===== src/rtl/soc_pkg.sv =====
// Shared soc_if definitions: bus widths, initiator FSM states, command/response records.
package soc_pkg;

  localparam int SOC_DW  = 32;
  localparam int SOC_BEW = 4;

  typedef enum logic [1:0] {
    IDLE = 2'd0,
    REQ  = 2'd1,
    RSP  = 2'd2
  } bus_init_st_t;

  typedef struct packed {
    logic [31:0]         addr;
    logic [SOC_BEW-1:0]  be;
    logic [SOC_DW-1:0]   wdat;
  } soc_cmd_t;

  typedef struct packed {
    logic [SOC_DW-1:0]   rdat;
    logic                err;
  } soc_rsp_t;

endpackage


===== src/rtl/soc_bus_initiator.sv =====
// soc_if bus master: takes one host command at a time, drives it onto the
// fabric until the slave acks or the watchdog expires, then returns a response.
module soc_bus_initiator
  import soc_pkg::*;
#(
  parameter int                ADDR_W   = 32,
  parameter int                TMO_CYC  = 256,
  parameter logic [SOC_DW-1:0] ERR_RDAT = 32'hDEAD_BEEF
) (
  input  logic                clk,
  input  logic                arst,
  // host command stream
  input  logic                cmd_vld,
  output logic                cmd_rdy,
  input  logic [ADDR_W-1:0]   cmd_addr,
  input  logic [SOC_BEW-1:0]  cmd_be,
  input  logic [SOC_DW-1:0]   cmd_wdat,
  // host response stream
  output logic                rsp_vld,
  input  logic                rsp_rdy,
  output logic [SOC_DW-1:0]   rsp_rdat,
  output logic                rsp_err,
  // soc_if fabric side
  output logic                m_vld,
  output logic [ADDR_W-1:0]   m_addr,
  output logic [SOC_BEW-1:0]  m_we,
  output logic [SOC_DW-1:0]   m_wdat,
  input  logic                m_rdy,
  input  logic [SOC_DW-1:0]   m_rdat
);

  localparam int              TW       = $clog2(TMO_CYC + 1);
  localparam logic [TW-1:0]   TMO_LAST = TW'(TMO_CYC - 1);
  // Word alignment: the two byte-offset bits never reach the fabric.
  localparam logic [ADDR_W-1:0] ADDR_MASK = ~{{(ADDR_W-2){1'b0}}, 2'b11};

  bus_init_st_t        state_q,   state_d;
  logic [TW-1:0]       timer_q,   timer_d;
  logic                cmd_rdy_q, cmd_rdy_d;
  logic                m_vld_q,   m_vld_d;
  logic [ADDR_W-1:0]   m_addr_q,  m_addr_d;
  logic [SOC_BEW-1:0]  m_we_q,    m_we_d;
  logic [SOC_DW-1:0]   m_wdat_q,  m_wdat_d;
  logic                rsp_vld_q, rsp_vld_d;
  soc_rsp_t            rsp_q,     rsp_d;

  // Next-state and datapath decode for the IDLE -> REQ -> RSP transaction.
  always_comb begin
    // NOTE: every signal gets a hold-value default first so no path leaves it unassigned (no latch).
    state_d   = state_q;
    timer_d   = timer_q;
    m_vld_d   = m_vld_q;
    m_addr_d  = m_addr_q;
    m_we_d    = m_we_q;
    m_wdat_d  = m_wdat_q;
    rsp_vld_d = rsp_vld_q;
    rsp_d     = rsp_q;

    unique case (state_q)
      IDLE: begin
        // cmd_rdy_q is low for one cycle after reset release; gate on it so
        // the host only ever sees acceptance where cmd_rdy was visible.
        if (cmd_vld && cmd_rdy_q) begin
          m_addr_d = cmd_addr & ADDR_MASK;
          m_we_d   = cmd_be;
          m_wdat_d = cmd_wdat;
          m_vld_d  = 1'b1;
          timer_d  = '0;
          state_d  = REQ;
        end
      end
      REQ: begin
        // A slave ack on the final watchdog cycle still counts as completion.
        if (m_rdy) begin
          rsp_d.rdat = (m_we_q == '0) ? m_rdat : '0;
          rsp_d.err  = 1'b0;
          rsp_vld_d  = 1'b1;
          m_vld_d    = 1'b0;
          m_we_d     = '0;
          state_d    = RSP;
        end else if (timer_q == TMO_LAST) begin
          rsp_d.rdat = ERR_RDAT;
          rsp_d.err  = 1'b1;
          rsp_vld_d  = 1'b1;
          m_vld_d    = 1'b0;
          m_we_d     = '0;
          state_d    = RSP;
        end else if (timer_q != '1) begin
          timer_d = timer_q + 1'b1;
        end
      end
      RSP: begin
        if (rsp_rdy) begin
          rsp_vld_d = 1'b0;
          state_d   = IDLE;
        end
      end
      default: state_d = IDLE;
    endcase

    // Registered so cmd_rdy drops on the very edge that accepts a command.
    cmd_rdy_d = (state_d == IDLE);
  end

  // State and output registers; reset clears everything so m_vld drops at once.
  always_ff @(posedge clk or posedge arst) begin
    if (arst) begin
      state_q   <= IDLE;
      timer_q   <= '0;
      cmd_rdy_q <= 1'b0;
      m_vld_q   <= 1'b0;
      m_addr_q  <= '0;
      m_we_q    <= '0;
      m_wdat_q  <= '0;
      rsp_vld_q <= 1'b0;
      rsp_q     <= '0;
    end else begin
      // NOTE: non-blocking assignments so every flop samples pre-edge values.
      state_q   <= state_d;
      timer_q   <= timer_d;
      cmd_rdy_q <= cmd_rdy_d;
      m_vld_q   <= m_vld_d;
      m_addr_q  <= m_addr_d;
      m_we_q    <= m_we_d;
      m_wdat_q  <= m_wdat_d;
      rsp_vld_q <= rsp_vld_d;
      rsp_q     <= rsp_d;
    end
  end

  assign cmd_rdy  = cmd_rdy_q;
  assign m_vld    = m_vld_q;
  assign m_addr   = m_addr_q;
  assign m_we     = m_we_q;
  assign m_wdat   = m_wdat_q;
  assign rsp_vld  = rsp_vld_q;
  assign rsp_rdat = rsp_q.rdat;
  assign rsp_err  = rsp_q.err;

endmodule


===== config.mk =====
export PLATFORM = sky130hd
export DESIGN_NAME = soc_bus_initiator
export DESIGN_NICKNAME = d
export VERILOG_FILES = /design/src/rtl/soc_pkg.sv /design/src/rtl/soc_bus_initiator.sv
export SDC_FILE = /design/constraint.sdc
export NUM_CORES = 1
export LEC_CHECK = 0
export ABC_AREA = 1
export BUFFER_PORTS_ARGS = -buffer_cell sky130_fd_sc_hd__buf_2
export CAP_MARGIN = 20
export CORE_MARGIN = 2
export CORE_UTILIZATION = 51
export DETAILED_ROUTE_END_ITERATION = 10
export MAX_ROUTING_LAYER = met4
export PLACE_DENSITY = 0.86
export SKIP_CTS_REPAIR_TIMING = 1
export SYNTH_ARGS = -nofsm -noshare
export SYNTH_HDL_FRONTEND = slang
export SYNTH_SLANG_ARGS = --single-unit

===== constraint.sdc =====
create_clock -name clk -period 4.74 [get_ports clk]
set_input_delay 0.237 -clock clk [delete_from_list [all_inputs] [get_ports clk]]
set_output_delay 0.237 -clock clk [all_outputs]
set_load 0.05 [all_outputs]

======== After elaboration in Yosys (flattened, before gate mapping) ========
Index checks and enable logic that the tools add are counted.
storage, ports and cells
  input bits .............................. 105
  register bits after elaboration ......... 113
  output and inout bits ................... 104
  word-level logic and storage cells ...... 58
operators by class
  eq/ne operators ......................... 10
  muxes and demuxes ....................... 25
  $add $sub $neg .......................... 1
  reduce and logical (&&, ||, !) cells .... 12
operators by type and width
  operator               number
  $mux W33               2
  $mux W9                4
  $mux W32               1
  $pmux W9 S2            1
  $mux W4                3
  $ne A2 B2 Y1 const B   5
  $add A9 B1 Y9 const B  1
  $eq A9 B8 Y1 const B   1
  $ne A9 B9 Y1 const B   1
  $mux W2                4
  $pmux W4 S2            1
  $mux W1                6
  $pmux W2 S3            1
  $reduce_and A3 Y1      2
  $reduce_bool A2 Y1     3
  $reduce_and A5 Y1      1
  $logic_not A2 Y1       2
  $logic_not A4 Y1       1
  $pmux W1 S2            2
  $reduce_and A2 Y1      2
  $ne A3 B3 Y1 const B   1
  $eq A2 B1 Y1 const B   1
  $eq A2 B2 Y1 const B   1
  $logic_and A1 B1 Y1    1

======== Depth between registers and ports, before layout ========
Gate-level depths: netlist of run 1.
  word-level depth ........................ 5
  gate-level depth with buffers ........... 12

======== Least setup slack after synthesis of run 1 ========
No wires, ideal clock.
  path kind ............................... register to register
  from .................................... register timer_q[0]
  to ...................................... register timer_q[4]
  slack ................................... 2977 ps
  data arrival time ....................... 1631 ps
  setup time .............................. 132 ps
  stages on the path, launching flop included .. 11
  cell sequence ........................... dfrtp_1 > ha_1 > nand2_1 > inv_1 > nand2_1 > nor2_1 > ha_1 > o21ai_0 > nand3_1 > nand2_1 > o21ai_0
on the way
  cells in the longest elaborated chain, start to end .. 5
  elaborated cells on any way between the ends .. 10
  those cells by class .................... 1 x add/sub; 4 x eq/ne; 4 x mux; 1 x reduce/logical
RTL lines
  what                    line                      text
  start, declared         soc_bus_initiator.sv:38   logic [TW-1:0] timer_q, timer_d;
  start signal, assigned  soc_bus_initiator.sv:120  timer_q <= timer_d;
  $add A9 B1 Y9           soc_bus_initiator.sv:89   timer_d = timer_q + 1'b1;
  $mux W9                 soc_bus_initiator.sv:88   end else if (timer_q != '1) begin
  $mux W9                 soc_bus_initiator.sv:81   end else if (timer_q == TMO_LAST) begin
  $mux W9                 soc_bus_initiator.sv:74   if (m_rdy) begin
  $pmux W9 S2             soc_bus_initiator.sv:59   unique case (state_q)
Parallel ways exist; a longest one is shown, timed or not. The select of a mux whose other input is x is not followed.
A chain may end at the register's enable or synchronous reset.

======== Final worst setup path of run 1 ========
  from .................................... register timer_q[0]
  to ...................................... register m_we_q[1] (netlist: m_we[1])
on the way
  cells in the longest elaborated chain, start to end .. 3
RTL lines
  what                         line                      text
  $eq A9 B8 Y1                 soc_bus_initiator.sv:81
  $ne A3 B3 Y1 (no line)       -
  $reduce_and A3 Y1 (no line)  -
  end signal, assigned         soc_bus_initiator.sv:124  m_we_q <= m_we_d;
  end, declared                soc_bus_initiator.sv:42   logic [SOC_BEW-1:0] m_we_q, m_we_d;
Every way passes these cells.

==> results of run 1 <==
==> critical path, delay by kind of cell (launching register included) <==
family | cells | cell delay [ns]
AOI/OAI and AO/OA | 1 | 0.13
adders and majority gates | 2 | 0.44
buffers and inverters | 2 | 0.37
DFF | 1 | 0.39
and+or+nand+nor | 6 | 0.94
==> cell type report <==
| cell class | instances | share of cell area [%] |
|---|---|---|
| antenna | 1 | 0.0374 |
| clock buffer | 21 | 7.02 |
| clock inverter | 9 | 1.25 |
| inverter | 131 | 7.40 |
| multi-input combinational | 277 | 19.3 |
| sequential | 113 | 42.3 |
| tap | 111 | 2.08 |
| timing repair buffer | 239 | 20.6 |
==> through the flow <==
step / hold slack (ns) / worst slack [ns]
after global placement: 0.418 / 2.49
after floorplan: 0.351 / 1.52
after detailed placement: 0.424 / 2.42
after global routing: 0.00239 / 2.11
final: -0.0253 / 2.31
after CTS: -0.105 / 2.29
==> power breakdown <==
group / internal (mW) / switching, mW / total, mW / leakage [nW]
clock network: 0.741 / 0.426 / 1.17 / 0.264
logic: 0.580 / 2.24 / 2.82 / 2.20
registers: 1.40 / 0.254 / 1.66 / 1.40
==> state kept, by name, summed over array words and instances (netlist names) <==
signal and cells:
cmd_rdy 1, rsp_err 1, m_we 4, m_addr 30
timer_q 9, rsp_rdat 32, m_wdat 32, rsp_vld 1
m_vld 1, state_q 2
==> metal layers <==
layer	part of all wire, %	wire (um)	up-vias
li1	-	-	2112
met1	39	5180	2121
met2	51	6710	228
met3	7.3	952	32
met4	2.2	284	0
met5	0	0	-
==> logic make-up (layout without fill, tap and decap cells) <==
family | Yosys count | in the layout | share of synthesized area [%]
buffers and inverters | 154 | 400 | 13.3
AOI/OAI and AO/OA | 128 | 128 | 13.7
xor gates and xnor gates | 1 | 1 | 0.185
other | 1 | 3 | 0.0792
DFF | 113 | 113 | 59.8
adders and majority gates | 3 | 3 | 0.793
and+or+nand+nor | 143 | 143 | 12.2
==> path summary, 6_finish.rpt <==
path,startpoint,to,cells past startpoint
setup reg to reg,timer_q[0],m_we[1],11
hold reg to reg,m_vld,m_vld,2
hold / removal,cmd_wdat[10],m_wdat[10],3
setup / recovery,timer_q[0],m_we[1],11
max in group asynchronous,arst,m_addr[6],4
min in group asynchronous,arst,rsp_rdat[4],3
==> cells in the final DEF (no fill, tap or decap), types with 4 or more instances in the layout <==
| master | netlist | final |
|---|---|---|
| nor2_1 | 8 | 8 |
| buf_2 | 4 | 204 |
| clkinvlp_4 | 0 | 4 |
| o21ai_0 | 94 | 94 |
| inv_1 | 128 | 127 |
| nand3_1 | 14 | 14 |
| dlygate4sd3_1 | 0 | 33 |
| clkbuf_8 | 0 | 5 |
| o21ai_1 | 30 | 30 |
| nand2_1 | 114 | 114 |
| dfrtp_1 | 113 | 113 |
| clkbuf_16 | 0 | 16 |
==> flow_summary.json, run 1 <==
{
  "yosys_warnings": 0,
  "violations": "hold timing",
  "synth_top_area_share_pct": 59.8,
  "grt_pass1_vias": 3977,
  "ys_ff_latch": 113,
  "gr-total-overflow": 0,
  "drive_gt1_share_pct": 31.1,
  "hold_viol": 17,
  "crit_required_ns": 5.09,
  "antenna_found_initial": 0,
  "cp-start-kind": "flop",
  "grt_usage_pct": 23.3,
  "drc": 0,
  "final_area_um2": 6680,
  "cts_tree": "built",
  "use_met2_pct": 40.2,
  "nNetsFinal": 887,
  "clock.fmax_mhz": 411,
  "period_share_pct": 51.3,
  "fillers": 613,
  "cts-htree-levels": 4,
  "synthArstFlopShare_pct": 100,
  "skew_ns": 0.0112,
  "multi_input_area_um2": 1290,
  "synth.distinct_cells": 24,
  "rsz0062_at_grt": "false",
  "timing_worst_setup_path_type": "reg2reg",
  "place_area_um2": 5780,
  "worst_ir_drop_vdd_mv": 0.551,
  "power_mw": 5.64,
  "netlist_instances": 543,
  "timing.setup.tns_ns": 0,
  "setup_violations": 0,
  "use_met3_pct": 5.85,
  "clock_path_buffers": 2,
  "drv_cap": 0,
  "ios": 209,
  "use_met1_pct": 26.5,
  "path_clk_slew_ns": 0.06,
  "yosysSeqAreaShare_pct": 59.8,
  "vias_per_cell": 4.98,
  "final_cells": 902,
  "worst-slew-pin-transition_ns": 0.751,
  "hpwl_mm": 7.94,
  "post-route-util_pct": 73.4,
  "fin_crit_ns": 2.43,
  "powerDensity_nw_per_um2": 844,
  "die_w_um": 100,
  "coreArea_um2": 9110,
  "vias": 4493,
  "leakage_nw": 3.86,
  "rows": 35,
  "status": "finished, violations left",
  "placedCellCount": 837,
  "start_util_pct": 52.0,
  "clock_latency_ns": 0.51,
  "io_buffers": 204,
  "top_usage_layer": "met2",
  "crit_chain": "ha_1, nand2_1, inv_1, nand2_1, nor2_1, ha_1, nand2_2, nand2_2, inv_2, nand3_1, o21ai_0",
  "synth_most_common_cell": "inv_1",
  "synth_area_um2": 4730,
  "gp_congestion": 0.818,
  "wl_mm": 13.1,
  "syn_area_per_cell_um2": 8.71,
  "ys_top_cells_by_area": "dfrtp_1 (60%), inv_1 (10%), o21ai_0 (9.9%), nand2_1 (9.0%), o21ai_1 (3.2%)",
  "yosysTopAreaCell": "dfrtp_1",
  "root_buffer": "clkbuf_8",
  "ant_nets": 0,
  "die_h_um": 100,
  "area_growth_pct": 41.2,
  "finalMaxSlewViolations": 0,
  "crit_slowest_cell": "dfrtp_1",
  "die_area_um2": 10100,
  "yosys-top-cells-count": "inv_1 (128), nand2_1 (114), dfrtp_1 (113)",
  "drtIter0Drc": 235,
  "end_kind": "flop",
  "detail_route.first_pass.iterations": 5,
  "cts_buffers": 17,
  "hp-class": "in2reg",
  "holdWs_ns": -0.0253,
  "wl_per_cell_um": 14.6,
  "slowest_delay_ns": 0.39,
  "grt_max_degree": 135,
  "arrival_ns": 2.78,
  "grt_pass1_wl_mm": 17.9,
  "synth_edf_count": 0,
  "cp_max_fo": 25,
  "max-slew-margin-rel_pct": 49.8,
  "clock-sinks": 113,
  "synth_top_flop_cell": "dfrtp_1",
  "r2r_slack_ns": 2.31,
  "seq_area_um2": 2830
}
Note: power is estimated with default switching activity, not from simulation.
==> run 2: changes to the inputs <==
--- a/config.mk
+++ b/config.mk
@@ -9,10 +9,10 @@
 export BUFFER_PORTS_ARGS = -buffer_cell sky130_fd_sc_hd__buf_2
 export CAP_MARGIN = 20
 export CORE_MARGIN = 2
-export CORE_UTILIZATION = 51
+export CORE_UTILIZATION = 43
 export DETAILED_ROUTE_END_ITERATION = 10
 export MAX_ROUTING_LAYER = met4
-export PLACE_DENSITY = 0.86
+export PLACE_DENSITY = 0.78
 export SKIP_CTS_REPAIR_TIMING = 1
 export SYNTH_ARGS = -nofsm -noshare
 export SYNTH_HDL_FRONTEND = slang
==> constraint.sdc (replaced) <==
create_clock -name clk -period 2.2 [get_ports clk]
set_input_delay 0.11 -clock clk [delete_from_list [all_inputs] [get_ports clk]]
set_output_delay 0.11 -clock clk [all_outputs]
set_load 0.05 [all_outputs]
==> run 2 against run 1 <==
Against the previous run:
- largest cell class unchanged
- non-clock buffer count increased by 60
- the run still ends with hold timing left
- critical endpoint is now timer_q[4]
- clock-buffer cell count decreased by 1
- critical path depth decreased by 1
==> flow_summary.json, run 2 (synthesis results as in run 1) <==
{
  "fillers": 813,
  "status": "finished, violations left",
  "gr-total-overflow": 0,
  "rr_startpoint": "timer_q[0]",
  "powerDensity_nw_per_um2": 1670,
  "leakage_nw": 4.12,
  "cp-endpoint": "timer_q[4]",
  "die_h_um": 109,
  "final_cell_mix": "buf_2 (204), inv_1 (127), nand2_1 (114)",
  "vias_per_cell": 4.54,
  "multi_input_area_um2": 1290,
  "clock_path_buffers": 2,
  "fin_crit_ns": 2.10,
  "coreArea_um2": 10800,
  "drc": 0,
  "grt_pass1_wl_mm": 17.3,
  "path_depth": 10,
  "crit_path_start": "timer_q[0]",
  "die_area_um2": 11900,
  "grt_pass1_vias": 3670,
  "start_util_pct": 43.8,
  "period_share_pct": 95.4,
  "setup_violations": 0,
  "seq_area_um2": 2830,
  "drtIter0Drc": 309,
  "diodes": 0,
  "path_clk_slew_ns": 0.06,
  "max-slew-margin-rel_pct": 58.7,
  "hp-class": "in2reg",
  "violations": "hold timing",
  "grt_max_degree": 89,
  "wl_mm": 13.4,
  "worst-path-buf-inv": 1,
  "arrival_ns": 2.45,
  "grt_usage_pct": 19.2,
  "r2r_cells": 10,
  "hpwl_mm": 7.73,
  "crit_top_cell": "nand2_1",
  "nNetsFinal": 947,
  "die_w_um": 109,
  "clock_latency_ns": 0.48,
  "io_buffers": 204,
  "clock.fmax_mhz": 476,
  "slowest_delay_ns": 0.40,
  "clock-sinks": 113,
  "post-route-util_pct": 67.9,
  "end_kind": "flop",
  "cts_buffers": 17,
  "r2r_end": "timer_q[4]",
  "cts_tree": "built",
  "layout_commonest_cell": "buf_2",
  "antenna_found_initial": 0,
  "rsz0062_at_grt": "true",
  "finalMaxSlewViolations": 0,
  "final_area_um2": 7330,
  "area_growth_pct": 55.0,
  "timing.setup.tns_ns": 0,
  "drive_gt1_share_pct": 29.4,
  "crit_slowest_cell": "dfrtp_1",
  "critPathTopFamily": "simple AND/OR/NAND/NOR gates",
  "detail_route.first_pass.iterations": 6,
  "worst-slew-pin-transition_ns": 0.618,
  "holdWs_ns": -0.0241,
  "crit_required_ns": 2.55,
  "crit_chain": "ha_1, nand2_1, inv_1, nand2_1, nor2_1, ha_1, o21ai_0, nand3_1, nand2_1, o21ai_0",
  "timing_worst_setup_path_type": "reg2reg",
  "wl_per_cell_um": 13.5,
  "root_buffer": "clkbuf_8",
  "cp-start-kind": "flop",
  "r2r_slack_ns": 0.10,
  "worst_ir_drop_vdd_mv": 1.21,
  "skew_ns": 0.00725,
  "vias": 4498,
  "gp_congestion": 0.798,
  "ant_nets": 0,
  "final_cells": 991,
  "placedCellCount": 871,
  "place_area_um2": 5890,
  "rows": 38,
  "drv_cap": 0,
  "ios": 209,
  "cp_max_fo": 8,
  "hold_viol": 6,
  "cts-htree-levels": 4
}
run 2: cell types whose count changed in the layout (fill, tap and decap cells not counted):
cell / delta
clkbuf_8: -3
inv_4: -1
dlygate4sd3_1: +56
clkinvlp_4: +1
buf_4: +2
diode_2: -1
clkbuf_1: +2
clkinv_2: +2
nor2_2: +1
buf_12: +2
clkinv_4: -1
bufinv_16: +1
nor2_1: -1
run 2: worst min-delay path by stage:
stage                     from           end  slack [ns]  cells past startpoint
finish              m_rdat[18]  rsp_rdat[18]       -0.02                      5
detailed placement        arst     m_addr[2]        0.06                      2
floorplan                m_rdy    state_q[0]        0.22                      1
global route        m_rdat[31]  rsp_rdat[31]       0.002                      5
CTS                       arst     m_addr[2]       -0.46                      2
global placement          arst     m_addr[2]        0.06                      2
run 2: area by class of cell:
| class | count | share of cell area, % |
|---|---|---|
| clock buffer | 20 | 5.94 |
| clock inverter | 11 | 1.57 |
| inverter | 131 | 6.76 |
| multi-input combinational | 277 | 17.6 |
| sequential | 113 | 38.6 |
| tap | 140 | 2.39 |
| timing repair buffer | 299 | 27.2 |
run 2: power by group:
part / leakage (nW) / total, mW / switching (mW) / internal (mW)
registers: 1.40 / 3.55 / 0.528 / 3.02
clock network: 0.262 / 2.54 / 0.919 / 1.62
logic: 2.46 / 6.12 / 4.77 / 1.35
run 2: stage by stage:
stage / power, mW / setup slack, ns
after floorplan: 8.06 / 0.437
final: 12.2 / 0.100
after global placement: 9.39 / 0.270
after global routing: 12.9 / -0.00991
after CTS: 12.1 / 0.117
after detailed placement: 9.50 / 0.178
run 2: worst min-delay path: stages:
cell,delay [ns]
buf_2,0.10
inv_1,0.05
o21ai_1,0.06
o21ai_1,0.06
inv_1,0.04
run 2: layer usage:
layer	track usage [%]	share of wire, %	vias up
li1	-	-	2246
met1	24.4	41	2049
met2	30.4	51	183
met3	5.38	6.1	20
met4	4.95	1.7	0
met5	-	0	-
